<file path="src/rtl/rf_pkg.sv">
// Shared widths and arbiter state encoding for the register-file write arbiter.
package rf_pkg;

    localparam int unsigned RF_DATA_WIDTH = 32;
    localparam int unsigned RF_ADDR_WIDTH = 5;

    // Which requester wins when both are valid in the same cycle.
    typedef enum logic {
        PRI0 = 1'b0,
        PRI1 = 1'b1
    } pri_state_e;

endpackage : rf_pkg

</file>
<file path="src/rtl/rr_arb2.sv">
// Two-requester arbiter: a lone requester always wins, contention goes to the
// favoured side, and each grant hands priority to the other requester.
module rr_arb2
    import rf_pkg::*;
(
    input  logic clk,
    input  logic rst,
    input  logic valid0,
    input  logic valid1,
    input  logic stall,
    output logic grant0,
    output logic grant1
);

    pri_state_e state_q;
    pri_state_e state_d;

    // Priority state register.
    always_ff @(posedge clk or posedge rst) begin
        if (rst) begin
            state_q <= PRI0;
        end else begin
            state_q <= state_d;
        end
    end

    // Grant selection and priority hand-off; nothing is granted during stall or reset.
    always_comb begin
        grant0  = 1'b0;
        grant1  = 1'b0;
        state_d = state_q;
        if (!stall && !rst) begin
            case (state_q)
                PRI0: begin
                    if (valid0) begin
                        grant0 = 1'b1;
                    end else if (valid1) begin
                        grant1 = 1'b1;
                    end
                end
                PRI1: begin
                    if (valid1) begin
                        grant1 = 1'b1;
                    end else if (valid0) begin
                        grant0 = 1'b1;
                    end
                end
                default: begin
                    grant0 = 1'b0;
                    grant1 = 1'b0;
                end
            endcase
        end
        if (grant0) begin
            state_d = PRI1;
        end else if (grant1) begin
            state_d = PRI0;
        end
    end

endmodule : rr_arb2

</file>
<file path="src/rtl/regfile_write_arb.sv">
// Register-file write-port arbiter between ALU (req0) and load (req1) writeback.
// Optional feature macro: RF_BYPASS_EN adds a combinational read bypass off the
// registered write port.
module regfile_write_arb
    import rf_pkg::*;
#(
    parameter int unsigned DATA_WIDTH = RF_DATA_WIDTH,
    parameter int unsigned ADDR_WIDTH = RF_ADDR_WIDTH
) (
    input  logic                  clk,
    input  logic                  rst,
    input  logic                  stall,
    input  logic                  req0_valid,
    input  logic [ADDR_WIDTH-1:0] req0_addr,
    input  logic [DATA_WIDTH-1:0] req0_data,
    output logic                  req0_ready,
    input  logic                  req1_valid,
    input  logic [ADDR_WIDTH-1:0] req1_addr,
    input  logic [DATA_WIDTH-1:0] req1_data,
    output logic                  req1_ready,
    output logic                  rf_we,
    output logic [ADDR_WIDTH-1:0] rf_rd,
    output logic [DATA_WIDTH-1:0] rf_dataIn,
    input  logic [ADDR_WIDTH-1:0] rs,
    input  logic [ADDR_WIDTH-1:0] rt
`ifdef RF_BYPASS_EN
    ,
    output logic                  byp_a_hit,
    output logic                  byp_b_hit,
    output logic [DATA_WIDTH-1:0] byp_data
`endif
);

    logic                  grant0;
    logic                  grant1;
    logic                  rf_we_q;
    logic                  rf_we_d;
    logic [ADDR_WIDTH-1:0] rf_rd_q;
    logic [ADDR_WIDTH-1:0] rf_rd_d;
    logic [DATA_WIDTH-1:0] rf_data_q;
    logic [DATA_WIDTH-1:0] rf_data_d;

    rr_arb2 u_arb (
        .clk    (clk),
        .rst    (rst),
        .valid0 (req0_valid),
        .valid1 (req1_valid),
        .stall  (stall),
        .grant0 (grant0),
        .grant1 (grant1)
    );

    assign req0_ready = grant0;
    assign req1_ready = grant1;

    // Capture the granted request; writes to r0 are accepted but never strobed.
    always_comb begin
        rf_we_d   = 1'b0;
        rf_rd_d   = rf_rd_q;
        rf_data_d = rf_data_q;
        if (grant0) begin
            if (req0_addr != '0) begin
                rf_we_d   = 1'b1;
                rf_rd_d   = req0_addr;
                rf_data_d = req0_data;
            end
        end else if (grant1) begin
            if (req1_addr != '0) begin
                rf_we_d   = 1'b1;
                rf_rd_d   = req1_addr;
                rf_data_d = req1_data;
            end
        end
    end

    // Register-file write port drive, one cycle after acceptance.
    always_ff @(posedge clk or posedge rst) begin
        if (rst) begin
            rf_we_q   <= 1'b0;
            rf_rd_q   <= '0;
            rf_data_q <= '0;
        end else begin
            rf_we_q   <= rf_we_d;
            rf_rd_q   <= rf_rd_d;
            rf_data_q <= rf_data_d;
        end
    end

    assign rf_we     = rf_we_q;
    assign rf_rd     = rf_rd_q;
    assign rf_dataIn = rf_data_q;

`ifdef RF_BYPASS_EN
    // Forward the in-flight write to readers of the same non-zero register.
    always_comb begin
        byp_a_hit = rf_we_q && (rf_rd_q == rs) && (rs != '0);
        byp_b_hit = rf_we_q && (rf_rd_q == rt) && (rt != '0);
        byp_data  = rf_data_q;
    end
`else
    logic unused_read_addrs;
    assign unused_read_addrs = ^{rs, rt};
`endif

endmodule : regfile_write_arb

</file>
<file path="config.mk">
export PLATFORM = sky130hd
export DESIGN_NAME = regfile_write_arb
export DESIGN_NICKNAME = d
export VERILOG_FILES = /design/src/rtl/rf_pkg.sv /design/src/rtl/rr_arb2.sv /design/src/rtl/regfile_write_arb.sv
export SDC_FILE = /design/constraint.sdc
export NUM_CORES = 1
export LEC_CHECK = 0
export ABC_AREA = 1
export BUFFER_PORTS_ARGS = -buffer_cell sky130_fd_sc_hd__buf_2
export CAP_MARGIN = 20
export CORE_MARGIN = 8
export CORE_UTILIZATION = 47
export DETAILED_ROUTE_END_ITERATION = 16
export PLACE_DENSITY_LB_ADDON = 0.15
export SETUP_SLACK_MARGIN = 0.05
export SLEW_MARGIN = 20
export SYNTH_ARGS = -nofsm -noshare
export SYNTH_HDL_FRONTEND = slang
export SYNTH_SLANG_ARGS = --single-unit
</file>
<file path="constraint.sdc">
create_clock -name clk -period 3.2 [get_ports clk]
set_input_delay 0.64 -clock clk [delete_from_list [all_inputs] [get_ports clk]]
set_output_delay 0.64 -clock clk [all_outputs]
set_load 0.03 [all_outputs]
</file>
==> impl_results.md <==
- Pins over their slew limit: 0
- Crit path max-delay cell type: nand2_4
- Die Y: 84.24 microns
- Cell depth of the worst setup path: 9
- GRT overflow: 0
- Synth Net Count: 393
- FF-to-FF Start: u_arb.state_q
- Initial antenna violation count: 0
- Max-cap viol count: 0
- Routed wire per std cell: 12.65 microns
- Pre-CTS WS: 584.8 ps
- Final setup vio count: 0
- Clk sinks: 39
- Hold Path Class: in -> async
- Post-DP HPWL: 4402 microns
- CP delay by family, top: simple AND/OR/NAND/NOR gates
- Yosys top cell area share: 44.60%
- VDD IR max: 0.0002855 V
- Setup Crit Path Kind: in -> reg
- IO Pins: 129
- Syn Inst Count: 304
- Layout Utilization: 60.49%
- # rows: 25
- GRT Total Usage: 16.39%
- Post-synth ARST share: 100.0%
- Ys Warns: 0
- Syn Area/Cell: 7.199 sq um
- Chip Width: 84.24 microns
- Cell mode on critical path: nand2_1
- Rel. slew slack: 49.40%
- Power per cell area: 574.6 mW/mm^2
- Critical Path Sink Type: flip-flop
- Layout cells sized above 1: 35.51%
- WL final: 5922 microns
- Post-Synthesis Cell Area: 0.002188 sq mm
- # DRC: 0
- Antenna diodes: 0
- Synth top cells by count: nand2_1, dfrtp_1, nand3_1, nand2_2
- Total die area: 0.007096 sq mm
- Worst Reg-to-Reg Cells: 8
- CP peak stage delay: 600 ps
- Worst-path cell chain: buf_2 > inv_2 > nand2_1 > nor2_2 > buf_4 > nand2_2 > nand2_4 > nand2_1 > nand2_1
- CTS clock-pin slew for the worst setup and hold paths: 80 ps
- Core footprint: 0.004598 sq mm
- Worst EP arrival: 2510 ps
- Setup tns final: 0 ps
- Hold buffers post-CTS: 0
- Seq/Total Area, Yosys: 44.60%
- Register bit total from synthesis: 39
- Layout area overhead: 27.10%
- Number of flops mapped to enable cells by yosys: 0
- Min Tclk post-route: 2283 ps
- DRT iter0 DRCs: 64
- GP Congestion: 0.7416
- Buf/Inv on CP: 3
- TritonCTS buffer count: 5
- Vias per cell: 4.771
- DRT Pass-1 Iters: 4
- Initial Utilization: 47.59%
- Setup Skew: 4.464 ps
- Clk_lat worst skew: 290 ps
- Worst R2R Setup Slack: 960 ps
- Fmax achieved: 0.4380 GHz
- Reg2reg end: rf_rd[2]
- Period utilization: 71.34%
- Actual slew at the worst max-slew pin: 756.3 ps
- Pleak: 1.727 nW
- Post-CTS Setup Bufs: 0
- Crit start category: input pin
- Ys flop type: dfrtp_1
- Leading area contributor after synthesis: dfrtp_1
- Top-count cell post-synth: nand2_1
- Root Buffer: clkbuf_8
- CP max FO: 38
- DR vias: 2233
- RSZ-0062 raised after global routing: no
- Cts repair resizes: 0
- Status: finished clean
- Port Buf Inserts: 118
- CTS tree: built
- Critical Path RT: 3430 ps
- Area contributors post-synth: dfrtp_1, nand2_1, nand3_1, buf_6, nand2_2
- Htree depth: 2
- Final hold violations: 0
- Layout net count: 502
- Clock Path Buffers: 2
- Largest net degree at the start of global routing: 40
- Post-DRT Antenna Nets: 0
- Post-synth cell types: 16
- Vias in the first global route: 2235
- First-pass GRT wire length: 9825 microns
- Final worst slack: 917.0 ps
==> worst max-delay path by stage <==
stage,startpoint,end
floorplan,rst,req0_ready
global placement,req1_valid,rf_rd[2]
detailed placement,rst,rf_rd[2]
CTS,rst,rf_rd[2]
global route,req1_valid,rf_dataIn[19]
finish,rst,rf_rd[2]
==> cell type report <==
| cell class | instances | area (sq um) |
|---|---|---|
| repair buffers | 122 | 620.6 |
| clock inverters | 2 | 12.51 |
| multi-input cells | 242 | 1021 |
| flip-flops and latches | 39 | 975.9 |
| inverters | 3 | 11.26 |
| clock buffers | 6 | 72.57 |
| well taps | 54 | 67.56 |
| fillers | 460 | 1817 |
==> routing by layer <==
layer,up-vias,wire length [microns],GRT usage [%]
met4,0,61,4.710
met5,-,0,0
met2,66,2851,27.92
met3,6,475,6.680
li1,1154,-,-
met1,1007,2533,18.20
==> per-stage QoR <==
step	std cells	hold slack, ps	cell area [sq um]	total power [W]
after detailed placement	460	489.0	2696	0.001293
after global placement	460	485.8	2696	0.001283
after floorplan	304	464.5	2188	0.001094
final	468	468.7	2781	0.001598
after global routing	468	524.2	2781	0.001696
after CTS	468	487.9	2781	0.001621
==> power by group <==
part | leakage [nW] | switching (W) | total [W] | internal (W)
clock | 0.0412 | 0.000171 | 0.000323 | 0.000152
sequential | 0.488 | 0.0000545 | 0.000658 | 0.000603
combinational | 1.20 | 0.000423 | 0.000617 | 0.000195
==> flip-flops by register name, indices dropped and copies added (netlist names) <==
register and flops:
u_arb.state_q 1, rf_dataIn 32, rf_we 1, rf_rd 5
==> worst min-delay path: stages <==
cell and delay, ps:
buf_2 110, inv_2 50, buf_4 400
==> cells in the final DEF (no fill, tap or decap), drive strengths merged <==
master | Yosys | routed
buf | 19 | 122
clkbuf | 1 | 6
clkinv | 0 | 1
clkinvlp | 0 | 1
dfrtp | 39 | 39
inv | 3 | 3
nand2 | 194 | 194
nand3 | 38 | 38
nand3b | 2 | 2
nor2 | 8 | 8
==> cell families (layout without fill, tap and decap cells) <==
kind of cell           after synthesis  in the layout  share of synthesized area, %
buffers and inverters               23            133                         8.748
flip-flops                          39             39                         44.60
AND/OR/NAND/NOR                    242            242                         46.65
(Power assumes the default switching activity.)
